--- src/rtl/alu_req_scheduler.sv ---
// Round-robin scheduler sharing one ALU between two valid/ready requesters.
// Optional statistics counters: define ALU_REQ_SCHEDULER_STATS_EN.
module alu_req_scheduler #(
    parameter int DATA_W = 5,
    parameter int RES_W  = 6,
    parameter int CNT_W  = 16
) (
    input  logic              clk,
    input  logic              rst_n,
    input  logic              req0_valid,
    output logic              req0_ready,
    input  logic [DATA_W-1:0] req0_a,
    input  logic [DATA_W-1:0] req0_b,
    input  logic [6:0]        req0_cmd,
    input  logic              req1_valid,
    output logic              req1_ready,
    input  logic [DATA_W-1:0] req1_a,
    input  logic [DATA_W-1:0] req1_b,
    input  logic [6:0]        req1_cmd,
    output logic              rsp_valid,
    input  logic              rsp_ready,
    output logic              rsp_id,
    output logic [RES_W-1:0]  rsp_data,
    output logic              rsp_err,
    output logic [DATA_W-1:0] alu_A,
    output logic [DATA_W-1:0] alu_B,
    output logic              alu_a_en,
    output logic              alu_b_en,
    output logic [2:0]        alu_a_op,
    output logic [1:0]        alu_b_op,
    output logic              alu_en,
    input  logic [RES_W-1:0]  alu_c,
    output logic [CNT_W-1:0]  stat_grant0,
    output logic [CNT_W-1:0]  stat_grant1,
    output logic [CNT_W-1:0]  stat_busy
);

    typedef enum logic [1:0] {IDLE, ISSUE, CAPTURE, RESP} state_t;

    state_t            state_q, state_d;
    logic              rr_q, rr_d;
    logic              id_q, id_d;
    logic [RES_W-1:0]  data_q, data_d;
    logic              err_q, err_d;
    logic [DATA_W-1:0] a_q, a_d, b_q, b_d;
    logic [6:0]        cmd_q, cmd_d;

    logic              gnt1;
    logic [DATA_W-1:0] sel_a, sel_b;
    logic [6:0]        sel_cmd;
    logic              rdy0, rdy1, en_raw, vld_raw;

    always_comb begin
        state_d = state_q;
        rr_d    = rr_q;
        id_d    = id_q;
        data_d  = data_q;
        err_d   = err_q;
        a_d     = a_q;
        b_d     = b_q;
        cmd_d   = cmd_q;
        rdy0    = 1'b0;
        rdy1    = 1'b0;
        en_raw  = 1'b0;
        vld_raw = 1'b0;
        // preferred requester wins if valid, otherwise the other one
        gnt1    = rr_q ? req1_valid : !req0_valid;
        sel_a   = gnt1 ? req1_a : req0_a;
        sel_b   = gnt1 ? req1_b : req0_b;
        sel_cmd = gnt1 ? req1_cmd : req0_cmd;
        unique case (state_q)
            IDLE: begin
                if (req0_valid || req1_valid) begin
                    rdy0 = !gnt1;
                    rdy1 = gnt1;
                    id_d = gnt1;
                    if (sel_cmd[6:5] == 2'b00) begin
                        data_d  = '0;
                        err_d   = 1'b1;
                        state_d = RESP;
                    end else begin
                        a_d     = sel_a;
                        b_d     = sel_b;
                        cmd_d   = sel_cmd;
                        state_d = ISSUE;
                    end
                end
            end
            ISSUE: begin
                en_raw  = 1'b1;
                state_d = CAPTURE;
            end
            CAPTURE: begin
                data_d  = alu_c;
                err_d   = 1'b0;
                state_d = RESP;
            end
            RESP: begin
                vld_raw = 1'b1;
                if (rsp_ready) begin
                    rr_d    = !id_q;
                    state_d = IDLE;
                end
            end
            default: state_d = IDLE;
        endcase
    end

    always_ff @(posedge clk) begin
        if (!rst_n) begin
            state_q <= IDLE;
            rr_q    <= 1'b0;
            id_q    <= 1'b0;
            data_q  <= '0;
            err_q   <= 1'b0;
            a_q     <= '0;
            b_q     <= '0;
            cmd_q   <= '0;
        end else begin
            state_q <= state_d;
            rr_q    <= rr_d;
            id_q    <= id_d;
            data_q  <= data_d;
            err_q   <= err_d;
            a_q     <= a_d;
            b_q     <= b_d;
            cmd_q   <= cmd_d;
        end
    end

    // handshake outputs are silenced while reset is held
    assign req0_ready = rdy0 & rst_n;
    assign req1_ready = rdy1 & rst_n;
    assign alu_en     = en_raw & rst_n;
    assign rsp_valid  = vld_raw & rst_n;
    assign rsp_id     = id_q;
    assign rsp_data   = data_q;
    assign rsp_err    = err_q;
    assign alu_A      = a_q;
    assign alu_B      = b_q;
    assign alu_a_en   = cmd_q[6];
    assign alu_b_en   = cmd_q[5];
    assign alu_a_op   = cmd_q[4:2];
    assign alu_b_op   = cmd_q[1:0];

`ifdef ALU_REQ_SCHEDULER_STATS_EN
    logic [CNT_W-1:0] g0_q, g1_q, busy_q;

    always_ff @(posedge clk) begin
        if (!rst_n) begin
            g0_q   <= '0;
            g1_q   <= '0;
            busy_q <= '0;
        end else begin
            if (req0_valid && rdy0 && g0_q != '1)
                g0_q <= g0_q + CNT_W'(1);
            if (req1_valid && rdy1 && g1_q != '1)
                g1_q <= g1_q + CNT_W'(1);
            if (state_q != IDLE && busy_q != '1)
                busy_q <= busy_q + CNT_W'(1);
        end
    end

    assign stat_grant0 = g0_q;
    assign stat_grant1 = g1_q;
    assign stat_busy   = busy_q;
`else
    assign stat_grant0 = '0;
    assign stat_grant1 = '0;
    assign stat_busy   = '0;
`endif

endmodule

--- config.mk ---
export PLATFORM = sky130hd
export DESIGN_NAME = alu_req_scheduler
export DESIGN_NICKNAME = d
export VERILOG_FILES = /design/src/rtl/alu_req_scheduler.sv
export SDC_FILE = /design/constraint.sdc
export NUM_CORES = 1
export LEC_CHECK = 0
export ABC_AREA = 1
export BUFFER_PORTS_ARGS = -buffer_cell sky130_fd_sc_hd__buf_4
export CORE_ASPECT_RATIO = 0.5
export CORE_UTILIZATION = 43
export CTS_CLUSTER_SIZE = 14
export DETAILED_ROUTE_END_ITERATION = 7
export HOLD_SLACK_MARGIN = 0.12
export PLACE_DENSITY = 0.81
export SETUP_SLACK_MARGIN = 0.5
export SYNTH_ARGS = -nofsm -noshare
export SYNTH_HDL_FRONTEND = slang
export SYNTH_SLANG_ARGS = --single-unit
--- constraint.sdc ---
create_clock -name clk -period 1.88 [get_ports clk]
set_input_delay 0.282 -clock clk [delete_from_list [all_inputs] [get_ports clk]]
set_output_delay 0.282 -clock clk [all_outputs]
set_load 0.005 [all_outputs]
==> flow_metrics.env <==
export IMPL_max_freq_mhz=607
export IMPL_post_drt_wl_per_cell_um=14.5
export IMPL_clockPowerShare_pct=11.6
export IMPL_powerDensity_nw_per_um2=1020
export IMPL_antenna_found_initial=0
export IMPL_postRouteWirelength_um=6030
export IMPL_pin_count=122
export IMPL_place_congestion=0.780
export IMPL_min_period_ns=1.65
export IMPL_antenna_left=0
export IMPL_status="complete, no violations"
export IMPL_synth_cell_types=27
export IMPL_numCtsBuffers=3
export IMPL_fin_nets=414
export IMPL_cts_max_level=1
export IMPL_cp_start_kind="flip-flop"
export IMPL_place_ws_ns=0.289
export IMPL_switching_share_pct=40.8
export IMPL_clock_path_buffers=2
export IMPL_core_area_um2=4120
export IMPL_hold_viol=0
export IMPL_drv_slew=0
export IMPL_path_class="flip-flop to flip-flop"
export IMPL_grt_max_degree=19
export IMPL_grt_pass1_wl_um=7160
export IMPL_grt_busiest_layer="met2"
export IMPL_cts_tree="yes"
export IMPL_p_total_mw=2.86
export IMPL_dieArea_um2=4820
export IMPL_p_seq_share_pct=28.7
export IMPL_n_fill_cell=306
export IMPL_ys_seq_elements=28
export IMPL_clock_sinks=28
export IMPL_final_seq_area_um2=567
export IMPL_final_layout_size_suffix_gt1_share_pct=44.8
export IMPL_clk_pin_slew_ns=0.10
export IMPL_hpwl_um=3280
export IMPL_yosys_most_used_dff="dfxtp_1"
export IMPL_layout_setup_ws_ns=0.233
export IMPL_grt_overflow=0
export IMPL_internal_power_mw=1.70
export IMPL_yosys_warnings=0
export IMPL_worst_ep_arrival_time_ns=1.83
export IMPL_multi_input_area_um2=1260
export IMPL_dpl_cell_area_um2=2330
export IMPL_drc=0
export IMPL_vias_per_cell=4.93
export IMPL_cp_required_ns=2.06
export IMPL_n_antenna_cell=0
export IMPL_yosysSeqAreaShare_pct=28.8
export IMPL_synth_edf_count=0
export IMPL_insertion_delay_ns=0.28
export IMPL_port_buffers=73
export IMPL_cap_violations=0
export IMPL_skew_ns=0.00750
export IMPL_comb_power_share_pct=59.7
export IMPL_syn_area_per_cell_um2=7.25
export IMPL_final_core_util_pct=67.9
export IMPL_drt_iter0_markers=138
export IMPL_setup_viol=0
export IMPL_tns_ns=0
export IMPL_die_w_um=97.2
export IMPL_grt_util_met2_pct=33.5
export IMPL_placementRows=16
export IMPL_grt_pass1_vias=1674
export IMPL_finish_instance_area_um2=2800
export IMPL_firstDrtPassIters=5
export IMPL_ys_async_sr_fraction_pct=0
export IMPL_die_h_um=49.6
export IMPL_area_delta_synth_final_pct=43.6
export IMPL_synth_cell_area_um2=1950
export IMPL_gr_usage_met1_pct=21.7
export IMPL_worst_setup_path_end_kind="flip-flop"
export IMPL_min_period_over_period_pct=87.6
export IMPL_hp_class="input port to flip-flop"
export IMPL_synthCells=269
export IMPL_p_sw_mw=1.17
export IMPL_via_count=2052
export IMPL_grt_usage_pct=18.2
export IMPL_root_buffer="clkbuf_8"
export IMPL_use_met3_pct=4.11
export IMPL_floorplan_initialDensity_pct=47.3
export IMPL_cp_max_fo=5
export IMPL_fin_cells=416
export IMPL_rsz0062_at_grt="yes"
export IMPL_vdd_ir_drop_worst_v=0.000415
export IMPL_leakage_nw=1.42
export IMPL_holdWs_ns=0.204
export IMPL_dp_cells=388
[power by group through the flow]
stage	combinational [mW]	clock, mW	sequential (mW)
after detailed placement	1.01	0	0.829
final	1.71	0.333	0.822
after global routing	1.81	0.365	0.833
after CTS	1.30	0.329	0.813
after global placement	0.986	0	0.824
after floorplan	0.760	0	0.825
[cell families (layout without fill, tap and decap cells)]
logic type / Yosys count / count (layout) / synth area share [%]
adder cells (fa/ha/maj): 5 / 5 / 3.21
AO/OA/AOI/OAI: 27 / 27 / 9.44
AND/OR/NAND/NOR: 134 / 138 / 33.2
other: 1 / 48 / 0.192
flip-flops: 28 / 28 / 28.8
buffers and inverters: 74 / 116 / 25.2
[flip-flops by register name, indices dropped and copies added, names as in the netlist]
register,cells
state_q,2
rr_q,1
alu_B,5
alu_A,5
rsp_id,1
rsp_data,6
rsp_err,1
cmd_q,7
[final timing paths]
kind | to | start | slack (ns) | cells past startpoint
worst max-delay path | rsp_data[2] | state_q[0] | 0.23 | 11
worst min-delay path | rr_q | rsp_ready | 0.20 | 2
worst max register to register | rsp_data[2] | state_q[0] | 0.23 | 11
worst min register to register | alu_A[4] | alu_A[4] | 0.47 | 2
[cell type report]
class	instances	share of cell area [%]
clock buffer	3	1.48
inverter	17	2.64
multi-input combinational	218	45.1
sequential	28	20.3
tap	54	2.41
timing repair buffer	96	28.1
[per-layer routing]
metal | wire [µm] | vias to the layer above | part of all wire (%)
li1 | - | 945 | -
met1 | 2460 | 946 | 41
met2 | 2840 | 139 | 47
met3 | 561 | 22 | 9.3
met4 | 180 | 0 | 3.0
met5 | 0 | - | 0
[cell usage after synthesis (2+ instances only)]
library cell | instances | area (µm²)
ha_1 | 5 | 62.6
a31oi_1 | 2 | 12.5
nand2_8 | 2 | 40.0
buf_2 | 2 | 10.0
nand3b_1 | 2 | 15.0
buf_4 | 52 | 390
inv_2 | 2 | 7.51
dfxtp_1 | 28 | 561
inv_1 | 14 | 52.6
nor2_1 | 17 | 63.8
clkbuf_1 | 2 | 7.51
nand2_2 | 11 | 68.8
nand3_1 | 19 | 95.1
nand3_2 | 2 | 20.0
a21oi_1 | 9 | 45.0
a21oi_2 | 9 | 78.8
nand2_4 | 5 | 56.3
o21ai_0 | 3 | 15.0
nand2_1 | 75 | 282
[repair_timing]
item                                    in CTS  in global routing
pin swaps                                    6                 14
gates resized for setup                     21                 31
endpoints found under the setup margin      29                 30
cloned                                       2                  4
buffers inserted                            10                  9
hold buffers                                 0                  0
[cells in the final DEF, fill, tap and decap left out, types with 2 or more instances in the layout]
cell type and n:
nand2_1 70, nor2_1 13, nand3_1 18, buf_6 2, inv_1 10, nand3b_1 2
ha_4 2, a21oi_1 4, nand3_2 2, ha_2 2, inv_2 4, a21oi_2 14
clkbuf_8 3, nand2_4 9, nand2_8 5, a31oi_1 2, conb_1 48, nand2_2 13
dfxtp_1 25, o21ai_0 3, nor2_4 3, buf_4 90, dfxtp_2 2
[critical path: stages, from the launching register on]
cell and delay, ns:
dfxtp_2 0.34, inv_2 0.08, ha_4 0.17, inv_4 0.04
nor2_4 0.10, buf_4 0.14, buf_8 0.13, nand3_4 0.13
nand2_4 0.12, nand2_1 0.10, nand2_1 0.13, nor2_1 0.06
Power figures use the tool's default switching activity.
